[src/rtl/seq_frame_tx_if.sv]
// ---------------------------------------------------------------------------
// seq_frame_tx_if
// Handshake and serial-line bundle between a controller and the bit-serial
// frame transmitter (seq_frame_tx).
//
// Signals
//   start    controller -> tx   frame request, sampled on rising clock edge
//   data_in  controller -> tx   payload word, captured when start is accepted
//   x        tx -> controller   serial line (idle level 1)
//   valid    tx -> controller   x currently carries a frame bit
//   busy     tx -> controller   a frame is in flight
//   done     tx -> controller   one-cycle pulse after the last frame bit
//
// Modports
//   master   controller side (drives start/data_in)
//   slave    transmitter side (drives x/valid/busy/done)
// ---------------------------------------------------------------------------
interface seq_frame_tx_if #(
   parameter int DATA_W = 8
);
   logic              start;
   logic [DATA_W-1:0] data_in;
   logic              x;
   logic              valid;
   logic              busy;
   logic              done;

   modport master (
      output start,
      output data_in,
      input  x,
      input  valid,
      input  busy,
      input  done
   );

   modport slave (
      input  start,
      input  data_in,
      output x,
      output valid,
      output busy,
      output done
   );
endinterface

[src/rtl/seq_frame_tx.sv]
// ---------------------------------------------------------------------------
// seq_frame_tx
// Bit-serial frame transmitter feeding the "0110" sequence detector. On an
// accepted start it captures data_in and sends SYNC (MSB-first) followed by
// the payload (MSB-first), one bit per clock. The idle line level is 1, which
// never advances the detector.
//
// Parameters
//   DATA_W   payload width in bits (>=1)
//   SYNC_W   sync pattern width in bits (>=1)
//   SYNC     sync pattern, SYNC[SYNC_W-1] sent first
//
// Ports
//   clock    system clock, rising edge
//   reset    asynchronous active-low reset (0 = reset)
//   bus      seq_frame_tx_if.slave: start, data_in in; x, valid, busy, done out
//
// Configuration
//   SEQ_TX_PARITY_EN  when defined, one even-parity bit (^payload) follows the
//                     payload; otherwise the frame ends after the payload.
// ---------------------------------------------------------------------------
module seq_frame_tx #(
   parameter int                DATA_W = 8,
   parameter int                SYNC_W = 4,
   parameter logic [SYNC_W-1:0] SYNC   = 4'b0110
) (
   input  logic          clock,
   input  logic          reset,
   seq_frame_tx_if.slave bus
);

   localparam int FRAME_W = SYNC_W + DATA_W;
   localparam int MAX_W   = (SYNC_W > DATA_W) ? SYNC_W : DATA_W;
   localparam int CNT_W   = $clog2(MAX_W + 1);

   typedef enum logic [1:0] {
      ST_IDLE,
      ST_SYNC,
      ST_DATA
`ifdef SEQ_TX_PARITY_EN
      , ST_PAR
`endif
   } state_t;

   state_t               state_q, state_n;
   logic [CNT_W-1:0]     cnt_q, cnt_n;
   logic [FRAME_W-1:0]   shreg_q, shreg_n;
   logic [FRAME_W-1:0]   frame_word;
   logic                 x_q, x_n;
   logic                 valid_q, valid_n;
   logic                 busy_q, busy_n;
   logic                 done_q, done_n;
`ifdef SEQ_TX_PARITY_EN
   logic                 parity_q, parity_n;
`endif

   // The sync pattern and payload share one shift register, so every frame
   // bit after the first is simply the register MSB.
   assign frame_word = {SYNC, bus.data_in};

   // State and registered outputs. Reset parks the line at its idle level and
   // aborts any frame in flight without a done pulse.
   always_ff @(posedge clock or negedge reset) begin
      if (!reset) begin
         state_q  <= ST_IDLE;
         cnt_q    <= '0;
         shreg_q  <= '0;
         x_q      <= 1'b1;
         valid_q  <= 1'b0;
         busy_q   <= 1'b0;
         done_q   <= 1'b0;
`ifdef SEQ_TX_PARITY_EN
         parity_q <= 1'b0;
`endif
      end else begin
         state_q  <= state_n;
         cnt_q    <= cnt_n;
         shreg_q  <= shreg_n;
         x_q      <= x_n;
         valid_q  <= valid_n;
         busy_q   <= busy_n;
         done_q   <= done_n;
`ifdef SEQ_TX_PARITY_EN
         parity_q <= parity_n;
`endif
      end
   end

   // Next-state and next-output logic. The counter holds the number of bits
   // still to come in the current section after the one being loaded onto x,
   // so a section ends when it reads 0. Outputs default to the idle values,
   // which also makes the done cycle fall out of the IDLE default path.
   always_comb begin
      state_n  = state_q;
      cnt_n    = cnt_q;
      shreg_n  = shreg_q;
      x_n      = 1'b1;
      valid_n  = 1'b0;
      busy_n   = 1'b0;
      done_n   = 1'b0;
`ifdef SEQ_TX_PARITY_EN
      parity_n = parity_q;
`endif
      unique case (state_q)
         ST_IDLE: begin
            if (bus.start) begin
               state_n  = ST_SYNC;
               cnt_n    = CNT_W'(SYNC_W - 1);
               x_n      = frame_word[FRAME_W-1];
               shreg_n  = frame_word << 1;
               valid_n  = 1'b1;
               busy_n   = 1'b1;
`ifdef SEQ_TX_PARITY_EN
               parity_n = ^bus.data_in;
`endif
            end
         end
         ST_SYNC: begin
            x_n     = shreg_q[FRAME_W-1];
            shreg_n = shreg_q << 1;
            valid_n = 1'b1;
            busy_n  = 1'b1;
            if (cnt_q == '0) begin
               state_n = ST_DATA;
               cnt_n   = CNT_W'(DATA_W - 1);
            end else begin
               cnt_n = cnt_q - CNT_W'(1);
            end
         end
         ST_DATA: begin
            if (cnt_q == '0) begin
`ifdef SEQ_TX_PARITY_EN
               state_n = ST_PAR;
               x_n     = parity_q;
               valid_n = 1'b1;
               busy_n  = 1'b1;
`else
               state_n = ST_IDLE;
               done_n  = 1'b1;
`endif
            end else begin
               x_n     = shreg_q[FRAME_W-1];
               shreg_n = shreg_q << 1;
               cnt_n   = cnt_q - CNT_W'(1);
               valid_n = 1'b1;
               busy_n  = 1'b1;
            end
         end
`ifdef SEQ_TX_PARITY_EN
         ST_PAR: begin
            state_n = ST_IDLE;
            done_n  = 1'b1;
         end
`endif
         default: begin
            state_n = ST_IDLE;
         end
      endcase
   end

   assign bus.x     = x_q;
   assign bus.valid = valid_q;
   assign bus.busy  = busy_q;
   assign bus.done  = done_q;

endmodule

[src/flat_wrapper.sv]
// flat-port wrapper written by rule: the top's interface ports become plain ports
module seq_frame_tx_flat 
#(
   parameter int                DATA_W = 8,
   parameter int                SYNC_W = 4,
   parameter logic [SYNC_W-1:0] SYNC   = 4'b0110
)
  (clock, reset, bus_start, bus_data_in, bus_x, bus_valid, bus_busy, bus_done);
  seq_frame_tx_if #(.DATA_W(DATA_W)) bus_i ();
  input  logic clock;
  input  logic reset;
  input wire logic [$bits(bus_i.start)-1:0] bus_start;
  input wire logic [$bits(bus_i.data_in)-1:0] bus_data_in;
  output wire logic [$bits(bus_i.x)-1:0] bus_x;
  output wire logic [$bits(bus_i.valid)-1:0] bus_valid;
  output wire logic [$bits(bus_i.busy)-1:0] bus_busy;
  output wire logic [$bits(bus_i.done)-1:0] bus_done;
  assign bus_i.start = bus_start;
  assign bus_i.data_in = bus_data_in;
  assign bus_x = bus_i.x;
  assign bus_valid = bus_i.valid;
  assign bus_busy = bus_i.busy;
  assign bus_done = bus_i.done;
  seq_frame_tx #(.DATA_W(DATA_W), .SYNC_W(SYNC_W), .SYNC(SYNC)) u_core (.clock(clock), .reset(reset), .bus(bus_i));
endmodule
[config.mk]
export PLATFORM = sky130hd
export DESIGN_NAME = seq_frame_tx_flat
export DESIGN_NICKNAME = d
export VERILOG_FILES = /design/src/rtl/seq_frame_tx_if.sv /design/src/rtl/seq_frame_tx.sv /design/src/flat_wrapper.sv
export SDC_FILE = /design/constraint.sdc
export NUM_CORES = 1
export LEC_CHECK = 0
export CAP_MARGIN = 20
export CORE_ASPECT_RATIO = 1.1
export CORE_UTILIZATION = 48
export DETAILED_ROUTE_END_ITERATION = 12
export HOLD_SLACK_MARGIN = 0.06
export PLACE_DENSITY = 0.74
export SKIP_LAST_GASP = 1
export SYNTH_ARGS = -nofsm -noshare
export SYNTH_HDL_FRONTEND = slang
export SYNTH_SLANG_ARGS = --single-unit
[constraint.sdc]
create_clock -name clock -period 1.7 [get_ports clock]
set_input_delay 0.34 -clock clock [delete_from_list [all_inputs] [get_ports clock]]
set_output_delay 0.34 -clock clock [all_outputs]
set_load 0.03 [all_outputs]
==> impl_results.md <==
- Status: finished, violations left
- Failing checks: negative setup slack
- Fraction of layout cells with a size suffix above 1: between 40% and 50%
- Number of H-tree levels: 1
- Skew-Pair Late Insertion Delay: approximately 0.30 ns
- Tightest Pin Transition: approximately 0.35 ns
- Final WS setup: -0.0292 ns
- Final Power: 3.08 mW
- VDD IR max: between 1 and 1.5 mV
- Cell Rows: 17
- Clk pin slew, worst setup/hold paths: 0.12 ns
- Skew final: ~0.0099 ns
- Max-cap viol count: 0
- Mapped Cells: slightly below 90
- Synth-to-Final Area Change: 30.0%
- Aggregate global routing overflow: 0
- R2R Path Start: u_core.state_q[1]
- Buf/Inv on CP: 2
- Post-DP Area: around 1400 sq um
- Mean Syn Cell Area: around 12 sq um
- Detailed placer's ending HPWL: roughly 1400 um
- # IOs: 15
- Max Fclk: between 500 and 600 MHz
- Initial DRC Count: 8
- Final GP Congestion: between 0.8 and 0.9
- Initial antenna violation count: 0
- Syn_nets: approximately 110
- Worst Path Max Fanout: 13
- Tmin final: ~1.7 ns
- Worst setup EP type: register
- CTS buffer count: 3
- Hold violation count in the final report: 0
- Vias per inst: ~5.2
- Worst Reg2Reg Path Length in Cells: 5
- Synth async-reset ratio: 100%
- Yosys top cell area share: 43.3%
- Number of post-CTS setup repair buffers: 0
- Antenna-violating nets left: 0
- Clk root buf: clkbuf_4
- Worst EP required: around 1.9 ns
- Total wire length: a little under 2000 um
- Final setup violation count: 5
- Worst path max stage delay: 0.40 ns
- DRC: 0
- Synth area leader: dfrtp_1
- Nets@finish: roughly 130
- Register area: ~500 sq um
- R2R Path End: u_core.shreg_q[2]
- Leading cell type in the layout, fill and taps excluded: dfrtp_1
- Via count: approximately 750
- Die Width: 47.6 um
- IO Port Bufs: 14
- Register area share after synthesis: a little under half
- CP max-delay cell: dfrtp_1
- Filler Cells Inserted: between 150 and 200
- Post-Syn Area: 1100 sq um
- Final instance area: around 1400 sq um
- Library cells used by synthesis: 30
- DIE HEIGHT: 52.2 um
- First-pass GRT wire length: 3280 um
- Crit path launch type: register
- Largest cells by area after synthesis: dfrtp_1 43%, mux2_2 13%, ha_1 6.8%
- Starting Density: ~53%
- Hold/Removal Path Class: in -> async
- Setup CP Type: reg -> reg
- Crit-path leading delay family: flip-flops
- Clk sink count: 20
- Number of global-route vias before repair: about 760
- Main synth FF type: dfrtp_1
- RSZ-0062 raised after global routing: true
- Reg2reg setup slack: -0.03 ns
- CP arrival: about 1.9 ns
- Core Region: 2080 sq um
- Final Slew Violations: 0
- Final core occ: between 60% and 70%
- ANT cells: 0
- Leakage: around 0.65 nW
- Synthesis warning total: 0
- Commonest cells after routing, fill and taps aside: 19 x dfrtp_1, 13 x mux2_2, 12 x buf_4, 11 x clkdlybuf4s50_1
- Total GRT Usage: a little under a fifth
- Post-synth EDFFs: 0
- CTS Buffer Depth: 2
- Cells along the critical path: buf_4, ha_1, a211oi_4, buf_12, mux2_2
- Place WS: -0.234 ns
- TritonRoute pass-1 iters: 4
- Wire length per cell: 13.7 um
- CTS tree: yes
- Crit share post-route: 102%
- Multi-input logic area: 569 sq um
- Pin count of the biggest net entering global routing: 21
- Die ar.: 2480 sq um
- Rel. slew slack: about three quarters
- Yosys reg bits: 20
- PwrDens: around 2200 nW/um^2
## through the flow
step	hold WS, ns	instances	setup TNS, ns
floorplan	0.0444	88	-0.148
global placement	0.483	140	-1.93
detailed placement	0.491	140	-2.31
CTS	0.372	144	-0.0249
global route	0.385	144	-0.493
finish	0.352	144	-0.0644
## synthesized netlist by cell type (all sizes together) (2+ instances only)
| master | number |
|---|---|
| dfrtp | 19 |
| mux2 | 18 |
| a21oi | 6 |
| ha | 6 |
| inv | 5 |
| nand2 | 4 |
| o21ai | 4 |
| buf | 3 |
| nor3b | 3 |
| nand2b | 2 |
| nor2 | 2 |
| o22a | 2 |
## state kept, by name (all words and copies together), names as in the netlist
signal and count:
u_core.shreg_q 11, u_core.bus.valid 1, u_core.state_q 2, u_core.bus.done 1, u_core.bus.x 1, u_core.cnt_q 4
## timing repair
action | CTS | global route
endpoints found under the setup margin | 11 | 16
pin swaps | 0 | 1
hold buffers | 0 | 0
resized for setup | 3 | 3
## worst max-delay path by stage
stage / start / endpoint / depth (start not counted)
final: u_core.state_q[1] / u_core.shreg_q[2] / 5
after global routing: u_core.cnt_q[1] / u_core.cnt_q[2] / 7
after global placement: bus_start / u_core.shreg_q[4] / 5
after detailed placement: bus_start / u_core.shreg_q[2] / 5
after floorplan: u_core.cnt_q[0] / u_core.shreg_q[10] / 6
after CTS: u_core.state_q[0] / u_core.shreg_q[2] / 6
## metal layers
metal / global-route usage [%] / wire length (um)
met1: 23.4 / 860
met2: 32.9 / 1040
met3: 4.14 / 49
met4: 5.56 / 17
met5: 0 / 0
## power breakdown
group	switching [mW]	total, mW	internal [mW]
clock	0.150	0.389	0.238
sequential	0.125	0.836	0.711
combinational	0.803	1.86	1.06
total	1.08	3.08	2.00
## worst reg2reg max path: cells and delay by family, from the launching register on
kind                     cells  cell delay [ns]
multiplexers                 1             0.35
flip-flops                   1             0.40
adder cells (fa/ha/maj)      1             0.23
AO/OA/AOI/OAI                1             0.31
buffers and inverters        2             0.34
## area by class of cell
cell class	count	area share, %
inverter	5	1.31
clock inverter	1	2.10
multi-input combinational	60	39.9
timing repair buffer	27	17.5
tap	28	2.45
clock buffer	3	1.58
sequential	20	35.1
## cell families after synthesis
kind of cell    count (synthesis)  synth area share (%)
mux                            19                  21.1
buf+inv                         8                  4.21
simple gates                   17                  10.3
compound gates                 18                  12.0
flops                          20                  45.7
fa+ha+maj                       6                  6.83
Power figures use the tool's default switching activity.
